### src/rtl/pc_fetch_unit.sv
// pc_fetch_unit: instruction-fetch stage of the 5-stage pipeline.
// Holds the PC and selects the next PC (jr > jump > branch > sequential).
// Drives the IF/ID enable and flush controls.
// Keeps a sticky misalignment flag and saturating fetch/stall counters.
module pc_fetch_unit #(
  parameter int            N        = 32,
  parameter logic [N-1:0]  RESET_PC = N'(32'h0040_0000),
  parameter int            CNT_W    = 16
) (
  input  logic             clk,
  input  logic             reset,
  input  logic             stall_i,
  input  logic             branch_taken_i,
  input  logic [N-1:0]     branch_target_i,
  input  logic             jump_i,
  input  logic [N-1:0]     jump_target_i,
  input  logic             jr_i,
  input  logic [N-1:0]     jr_target_i,
  output logic [N-1:0]     pc_o,
  output logic [N-1:0]     pc4_o,
  output logic             if_id_enable_o,
  output logic             if_id_flush_o,
  output logic             align_err_o,
  output logic [CNT_W-1:0] fetch_count_o,
  output logic [CNT_W-1:0] stall_count_o
);

  typedef enum logic [1:0] {
    ST_BOOT = 2'd0,
    ST_RUN  = 2'd1,
    ST_HOLD = 2'd2
  } state_t;

  localparam logic [CNT_W-1:0] CNT_MAX = '1;

  state_t           r_state;
  state_t           w_state_next;
  logic [N-1:0]     r_pc;
  logic [N-1:0]     w_pc_next;
  logic [N-1:0]     w_pc4;
  logic [N-1:0]     w_target;
  logic             w_redirect;
  logic             w_advance;
  logic             w_stall_cnt;
  logic             w_misaligned;
  logic             r_align_err;
  logic [CNT_W-1:0] r_fetch_cnt;
  logic [CNT_W-1:0] r_stall_cnt;

  // Sequential successor wraps modulo 2^N.
  assign w_pc4 = r_pc + N'(4);

  // Next-state, next-PC and IF/ID control decode.
  always_comb begin
    w_state_next   = r_state;
    w_pc_next      = r_pc;
    w_target       = w_pc4;
    w_redirect     = 1'b0;
    w_advance      = 1'b0;
    w_stall_cnt    = 1'b0;
    w_misaligned   = 1'b0;
    if_id_enable_o = 1'b0;
    if_id_flush_o  = 1'b0;
    case (r_state)
      ST_BOOT: begin
        // First cycle out of reset: hold PC, keep IF/ID flushed.
        if_id_flush_o = 1'b1;
        w_state_next  = ST_RUN;
      end
      ST_RUN, ST_HOLD: begin
        if (stall_i) begin
          // Redirects stay pending in ID and re-present after the stall.
          w_stall_cnt  = 1'b1;
          w_state_next = ST_HOLD;
        end else begin
          if_id_enable_o = 1'b1;
          w_advance      = 1'b1;
          w_state_next   = ST_RUN;
          if (jr_i) begin
            w_target   = jr_target_i;
            w_redirect = 1'b1;
          end else if (jump_i) begin
            w_target   = jump_target_i;
            w_redirect = 1'b1;
          end else if (branch_taken_i) begin
            w_target   = branch_target_i;
            w_redirect = 1'b1;
          end
          if (w_redirect) begin
            // Kill the wrong-path instruction currently in IF.
            if_id_flush_o = 1'b1;
            w_misaligned  = (w_target[1:0] != 2'b00);
            w_pc_next     = {w_target[N-1:2], 2'b00};
          end else begin
            w_pc_next = w_pc4;
          end
        end
      end
      default: begin
        if_id_flush_o = 1'b1;
        w_state_next  = ST_BOOT;
      end
    endcase
  end

  // State, PC, sticky alignment flag and saturating counters.
  always_ff @(posedge clk or negedge reset) begin
    if (!reset) begin
      r_state     <= ST_BOOT;
      r_pc        <= RESET_PC;
      r_align_err <= 1'b0;
      r_fetch_cnt <= '0;
      r_stall_cnt <= '0;
    end else begin
      r_state <= w_state_next;
      r_pc    <= w_pc_next;
      if (w_misaligned) begin
        r_align_err <= 1'b1;
      end
      if (w_advance && (r_fetch_cnt != CNT_MAX)) begin
        r_fetch_cnt <= r_fetch_cnt + CNT_W'(1);
      end
      if (w_stall_cnt && (r_stall_cnt != CNT_MAX)) begin
        r_stall_cnt <= r_stall_cnt + CNT_W'(1);
      end
    end
  end

  assign pc_o          = r_pc;
  assign pc4_o         = w_pc4;
  assign align_err_o   = r_align_err;
  assign fetch_count_o = r_fetch_cnt;
  assign stall_count_o = r_stall_cnt;

endmodule

### config.mk
export PLATFORM = sky130hd
export DESIGN_NAME = pc_fetch_unit
export DESIGN_NICKNAME = d
export VERILOG_FILES = /design/src/rtl/pc_fetch_unit.sv
export SDC_FILE = /design/constraint.sdc
export NUM_CORES = 1
export LEC_CHECK = 0
export BUFFER_PORTS_ARGS = -buffer_cell sky130_fd_sc_hd__buf_2
export CORE_MARGIN = 2
export CORE_UTILIZATION = 35
export DETAILED_ROUTE_END_ITERATION = 8
export GPL_ROUTABILITY_DRIVEN = 1
export HOLD_SLACK_MARGIN = 0.02
export PLACE_DENSITY = 0.63
export RECOVER_POWER = 25
export SLEW_MARGIN = 20
export SYNTH_ARGS = -nofsm -noshare
export SYNTH_HDL_FRONTEND = slang
export SYNTH_SLANG_ARGS = --single-unit
export TNS_END_PERCENT = 10
### constraint.sdc
create_clock -name clk -period 1.8 [get_ports clk]
set_input_delay 0.09 -clock clk [delete_from_list [all_inputs] [get_ports clk]]
set_output_delay 0.09 -clock clk [all_outputs]
set_load 0.005 [all_outputs]
Word level (Yosys, flattened, before mapping)
Cells that the tools add are included.
Widths: inputs -> output; s select.

cells by class
  magnitude comparators = 0
  bitwise operators = 1
  muxes and demuxes = 23
  multiply operators = 0
  reductions and logical operators = 6
  $add $sub $neg = 3
  shifts and indexed selects = 0
  equal/unequal tests = 4
  div/mod/pow operators = 0

operators by type and width
  kind                   number
  $mux 32                6
  $add 16x1->16 const B  2
  $add 32x3->32 const B  1
  $ne 16x16->1 const B   2
  $mux 1                 15
  $pmux 2 s2             1
  $eq 2x1->1 const B     1
  $eq 2x2->1 const B     1
  $logic_and 1x1->1      2
  $logic_not 2->1        1
  $mux 2                 1
  $reduce_and 2->1       1
  $reduce_bool 2->1      1
  $reduce_or 2->1        1
  $not 1->1              1

word-level totals
  flip-flop bits (word level) = 67
  bits in writable memories = 0
  logic and storage cells = 42
  input port bits = 102
  output and inout port bits = 99
  bits in latches = 0
  memories kept = 0
  bits in read-only memories = 0

Depth between registers and ports, before layout
Gate-level depths: netlist (run 1).

  word-level depth = 10
  gate-level depth with buffers = 9
  mapped depth without buffers = 8

Worst setup path after synthesis (run 1)
No wires, ideal clock.

  path type = register -> register
  start = register r_pc[2] (netlist: pc_o[2])
  end = register r_pc[16] (netlist: pc_o[16])
  period minus slack after synthesis = 1.901 ns
  data required time = 1.664 ns
  buffers on the path = 1
  path slack = -0.101 ns
  library setup time = 0.136 ns
  arrival = 1.765 ns
  cell stages (with the launch flop) = 8
  path through = dfrtp_1 ha_1 nand3_2 or2_1 buf_6 or3_4 o221ai_1 a2bb2oi_1

between the ends
  word-level cells in the longest chain between the ends = 7

ends and longest elaborated chain
  item                      line  source
  start: declaration        38    logic [N-1:0] r_pc;
  start signal: assignment  116   r_pc <= w_pc_next;
  $add 32x3->32 (*)         51    assign w_pc4 = r_pc + N'(4);
  $mux 32                   85    end else if (branch_taken_i) begin
  $mux 32                   82    end else if (jump_i) begin
  $mux 32                   79    if (jr_i) begin
  $mux 32                   71    if (stall_i) begin
  $mux 32                   64    case (r_state)
  $mux 32 (*)               89    if (w_redirect) begin

Mark *: on every way between the ends. The rest lies on a longest branch, timed or not. The select of a mux whose other input is x is not followed.
A chain may end at the register's enable or synchronous reset.

Final worst setup path (run 1)
  start = register r_pc[19] (netlist: pc_o[19])
  end = output port pc4_o[30]

between the ends
  word-level cells in the longest chain between the ends = 1

ends and longest elaborated chain
  item              line  source
  $add 32x3->32     51
  end: declaration  20    output logic [N-1:0] pc4_o,

Every way passes these cells.

==> run summary, run 1 <==
Crit-path slowest cell - dfrtp_1
Outcome - complete, but fails checks
Via count - 5326
Post-synth cell types - 59
Setup Skew - 0.00754 ns
Lkg Pwr - 3.05 nW
Max Cap Viol - 0
Post-Synth Adder-Cell Area - 1.40%
Multi-input logic area - 2880 um2
IO Port Bufs - 196
Pre-CTS setup slack - -0.0170 ns
Layout cell share with drive strength beyond 1 - 41.8%
Largest family of logic cells by synthesized area - simple AND/OR/NAND/NOR gates
Final hold slack - 0.0767 ns
Fillers - 1192
Gpl congestion - 0.874
Largest net degree at the start of global routing - 43
Count leader, synth - dfrtp_1
Setup TNS Final - -2.93 ns
Avg Vias per Cell - 5.46
Ant. Diodes - 0
Crit start category - flip-flop
Clock Sinks - 65
Fin crit share - 111%
Clk_lat worst skew - 0.34 ns
Antenna Nets Post-Route - 0
Post-Route Utilization - 53.4%
Die W - 117 um
Max-slew violation count - 0
Slowest stage delay, CP - 0.45 ns
DP Wirelength - 12400 um
DRC violations left - 0
Post-synth EDFFs - 0
WL final - 16600 um
Maximum clock path buffer count - 2
Type of the most critical hold path - input port to flip-flop
Ys flop type - dfrtp_1
RSZ-0062 raised after global routing - true
Worst-path clk slew - 0.06 ns
Period minus WS final - 2.00 ns
Slew HR - 5.76%
Critical path's top delay family - simple AND/OR/NAND/NOR gates
Inst Count DP - 941
Synth Cell Area - 4470 um2
Simple-gate share of the synthesized area - 22.4%
Area grow syn2layout - 50.0%
Root Buffer - clkbuf_16
Number of buffers and inverters on the critical path - 1
Mean post-synth cell area - 8.25 um2
Compound-cell area share of the yosys netlist - 22.1%
YS warnings - 0
Core area - 12600 um2
Worst VDD drop - 0.537 mV
Total GRT Usage - 23.5%
Nets@finish - 906
Critical path fanouts, max - 5
Mux cell area share after synthesis - 2.10%
Async S/R FF share, synth - 100%
Final setup fails - 25
Post-synth top cells - dfrtp_1 (64), nand2_1 (55), a21oi_1 (48)
Synth Area in XOR/XNOR - 10.4%
Total CTS buffers - 9
H-tree depth - 3
Hold Vio Cnt, Final - 0
Power Density - 1340 nW/um2
Sequential cell area - 1630 um2
Global-route wire length before repair - 25200 um
Max Clock Freq - 499 MHz
WS Path Type - flip-flop to output port
Final instance area - 6710 um2
Die Area - 13700 um2
Layout Cells excl Fill - 976
Slew @ Worst Pin - 1.41 ns
DP Area - 6020 um2
Area contributors post-synth - dfrtp_1 (36%), xnor2_1 (7.4%), a21oi_1 (5.4%)
Seq/Total Area, Yosys - 36.4%
Violated checks - setup timing
Top Ports - 201
CP Data Arrival Time - 1.91 ns
Total grt overflow - 0
Cell taking the most area after synthesis - dfrtp_1
Starting density of the core - 35.6%
Drt wl/cell - 17.0 um
# rows - 41
Required @ worst endpoint - 1.71 ns
Cell count after synthesis - 542
CP endpoint kind - output port
Die height - 117 um
Seq cells post-synth - 65
Initial DRC count - 376
Antenna violations before repair - 1
Cell breakdown of the critical path - nand4_1 -> nor2_2 -> nand4_1 -> nor2_2 -> xor2_1 -> buf_2
First-pass DRT Iterations - 5
CTS tree - done
Total power draw - 8.96 mW
Share of the synthesized area in the top cell type - 35.8%
Worst setup margin - -0.204 ns
Vias in the first global route - 4982
## per-layer routing
metal	vias up	GRT usage (%)	wire (um)
met5	-	0	15
met4	2	6.43	267
met3	29	5.66	1290
met2	248	40.5	8050
met1	2539	29.5	6960
li1	2508	-	-
## layout make-up
type	count	area share (%)
flip-flops and latches	65	24.3
multi-input cells	428	42.9
well taps	172	3.21
repair buffers	279	24.1
inverters	16	0.895
clock inverters	6	0.989
clock buffers	10	3.56
## registers in the layout, indices dropped and copies added (netlist names)
register and cells:
fetch_count_o 16, stall_count_o 16, pc_o 30, r_state 2, align_err_o 1
## worst min-delay path, cell delays in order
cell and delay (ns):
buf_2 0.08, mux2i_1 0.06, o21ai_0 0.14
## logic make-up (layout without fill, tap and decap cells)
kind of cell / count (synthesis) / in the layout
simple gates: 198 / 198
flops: 65 / 65
xor+xnor: 53 / 53
other cells: 1 / 4
compound gates: 159 / 159
buf+inv: 52 / 311
mux: 9 / 9
fa+ha+maj: 5 / 5
## report_power, final
part           internal [mW]  total [mW]  switching, mW  leakage [nW]
clock network           1.11        1.80          0.686         0.153
registers               1.98        2.53          0.547         0.802
logic                   2.21        4.63           2.43          2.09
total                   5.30        8.96           3.66          3.05
## layout by cell type, fill, tap and decap left out, types with 15 or more instances in the layout
cell and count:
buf_2 180, buf_4 76, dfrtp_1 61, nand2_1 53, a21oi_1 46, o21ai_0 37, xnor2_1 34, nor2_1 29
nand3_1 29, o22ai_1 24, nand4_1 23, clkbuf_1 16, inv_1 15, xor2_1 15
## timing repair
item	in CTS	in global routing
endpoints found under the setup margin	26	62
pin swaps	13	18
hold buffers	1	0
gates resized for setup	29	30
setup buffers	9	9
endpoints found under the hold margin	22	0
## worst paths after layout
path | endpoint | depth (start not counted) | slack [ns] | startpoint
max | pc4_o[30] | 6 | -0.20 | pc_o[19]
min | pc_o[3] | 3 | 0.08 | jr_target_i[3]
max reg2reg | pc_o[26] | 6 | -0.06 | pc_o[19]
min reg2reg | align_err_o | 1 | 0.47 | align_err_o
max in group asynchronous | pc_o[2] | 2 | 0.22 | reset
min in group asynchronous | pc_o[19] | 2 | 0.64 | reset
Power figures use the tool's default switching activity.
==> run 2, diff against run 1 <==
Settings changed: CORE_MARGIN 2 to 4, CORE_UTILIZATION 35 to 39, PLACE_DENSITY 0.63 to 0.69.
==> run 2 against run 1 <==
Net effect: register-to-register slack gained 0.11 ns; maximum frequency shrank 2.1%; combinational power shrank 3%; the flow still finishes with violations (setup timing).
==> run summary, run 2 (synthesis results as in run 1) <==
Outcome - complete, but fails checks
Violated checks - setup timing
Ant. Diodes - 0 (unchanged)
Die Area - 13200 um2 (-3.3%)
Total GRT Usage - 23.7% (+0.19 points)
Slowest stage delay, CP - 0.42 ns (-0.03 ns)
Max Cap Viol - 0 (unchanged)
Power Density - 1350 nW/um2 (+0.87%)
Total grt overflow - 0 (unchanged)
Hold Vio Cnt, Final - 0 (unchanged)
First-pass DRT Iterations - 5 (unchanged)
CP endpoint kind - output port
Cell breakdown of the critical path - ha_4 -> nand3_4 -> or2_4 -> or3_4 -> xnor2_2 -> buf_2
Max reg flops - 30 (unchanged)
Nets@finish - 893 (-1.4%)
Die height - 115 um (-1.7%)
Max Clock Freq - 489 MHz (-2.1%)
Core area - 11000 um2 (-12%)
WL final - 16300 um (-1.9%)
Die W - 115 um (-1.7%)
Hold Startpoint - jr_target_i[2]
Worst reg2reg setup slack - 0.05 ns (+0.11 ns)
Lkg Pwr - 3.03 nW (-0.52%)
Setup Skew - 0.00694 ns (-0.000599 ns)
Hold depth - 3 (unchanged)
Maximum clock path buffer count - 2 (unchanged)
Largest net degree at the start of global routing - 66 (+53%)
H-tree depth - 3 (unchanged)
Slew @ Worst Pin - 0.925 ns (-0.488 ns)
Required @ worst endpoint - 1.71 ns (about the same)
WS Path Type - flip-flop to output port
Top Ports - 201 (unchanged)
CTS tree - done
Post-Route Utilization - 59.5% (+6.1 points)
Worst setup margin - -0.246 ns (-0.0424 ns)
Total CTS buffers - 9 (unchanged)
Slew HR - 38.3% (+33 points)
Initial DRC count - 431 (+15%)
Crit start category - flip-flop
Vias in the first global route - 5085 (+2.1%)
Gpl congestion - 0.855 (-2.2%)
Worst-path clk slew - 0.05 ns (about the same)
Final hold slack - 0.0730 ns (-0.00373 ns)
Multi-input logic area - 2850 um2 (-1.1%)
DP Wirelength - 12300 um (-1.3%)
Clk_lat worst skew - 0.34 ns (about the same)
Total power draw - 8.84 mW (-1.3%)
Area grow syn2layout - 46.7%
Layout cell share with drive strength beyond 1 - 42.5% (+0.69 points)
Global-route wire length before repair - 25200 um (+0.16%)
Fillers - 1015 (-15%)
IO Port Bufs - 196 (unchanged)
Final setup fails - 22 (-12%)
Setup TNS Final - -3.23 ns (-0.303 ns)
Starting density of the core - 40.6% (+5.0 points)
Avg Vias per Cell - 5.58 (+2.2%)
DRC violations left - 0 (unchanged)
Layout Cells excl Fill - 931 (-4.6%)
Reg2reg end - fetch_count_o[8]
RSZ-0062 raised after global routing - true
Most common cell after layout, fill and taps aside - buf_2
R2R cell count - 9 (+3)
Commonest non-fill, non-tap cells in the layout - buf_2 (196), buf_4 (63), dfrtp_1 (60), nand2_1 (55), a21oi_1 (47)
Hold EP - pc_o[2]
Type of the most critical hold path - input port to flip-flop
Period minus WS final - 2.05 ns (+0.0424 ns)
Worst VDD drop - 0.803 mV (+50%)
Crit-path slowest cell - dfrtp_2
Critical path fanouts, max - 5 (unchanged)
Antenna violations before repair - 1 (unchanged)
Antenna Nets Post-Route - 0 (unchanged)
Drt wl/cell - 17.5 um (+2.8%)
Clock Sinks - 65 (unchanged)
Sequential cell area - 1630 um2 (about the same)
Max-slew violation count - 0 (unchanged)
Root Buffer - clkbuf_16
Via count - 5191 (-2.5%)
Inst Count DP - 908 (-3.5%)
CP Data Arrival Time - 1.96 ns (+0.05 ns)
# rows - 38 (-7.3%)
Fin crit share - 114% (+2.4 points)
RR Startpoint - r_state[1]
run 2: repair_timing:
item	CTS	global route
buffers inserted	3	3
endpoints found under the hold margin	64	0
pin swaps	6	12
hold buffers	1	0
resized for setup	12	36
setup endpoints to repair	27	61
run 2: final cells by class:
| class | count | share of cell area [%] |
|---|---|---|
| Timing Repair Buffer | 266 | 23.5 |
| Tap cell | 140 | 2.67 |
| Clock inverter | 7 | 1.16 |
| Multi-Input combinational cell | 428 | 43.4 |
| Clock buffer | 9 | 3.43 |
| Sequential cell | 65 | 24.9 |
| Inverter | 16 | 0.934 |
run 2: how the worst max path moves through the flow:
stage                    start                 to  slack (ns)  cells past startpoint
floorplan           r_state[0]           pc_o[28]       0.001                      9
global placement    r_state[0]  stall_count_o[14]        0.03                      7
detailed placement  r_state[0]  stall_count_o[11]       -0.01                      7
CTS                    pc_o[3]          pc4_o[25]       -0.26                      6
global route           pc_o[5]          pc4_o[25]       -0.31                      6
finish                 pc_o[3]          pc4_o[16]       -0.25                      6
run 2: layer usage:
| metal | global-route usage (%) | part of all wire [%] | vias up |
|---|---|---|---|
| li1 | - | - | 2485 |
| met1 | 29.9 | 42 | 2479 |
| met2 | 39.7 | 49 | 203 |
| met3 | 5.89 | 8.2 | 22 |
| met4 | 7.67 | 1.3 | 2 |
| met5 | 0 | 0.080 | - |
run 2: critical path: cells and delay by family, from the launching register on:
family / cells / cell delay, ns
DFF: 1 / 0.42
buffers and inverters: 1 / 0.14
adders and majority gates: 1 / 0.17
xor gates and xnor gates: 1 / 0.16
and+or+nand+nor: 3 / 0.74
run 2: metrics by stage:
stage          setup slack [ns]  area (um2)
3_3_place_gp             0.0294        6000
5_1_grt                  -0.310        6560
6_report                 -0.246        6560
4_1_cts                  -0.260        6390
3_5_place_dp            -0.0110        6000
2_1_floorplan           0.00124        4500
run 2: power breakdown:
part / total (mW) / internal, mW / switching [mW]
registers: 2.55 / 1.98 / 0.569
clock network: 1.79 / 1.08 / 0.706
logic: 4.50 / 2.18 / 2.32
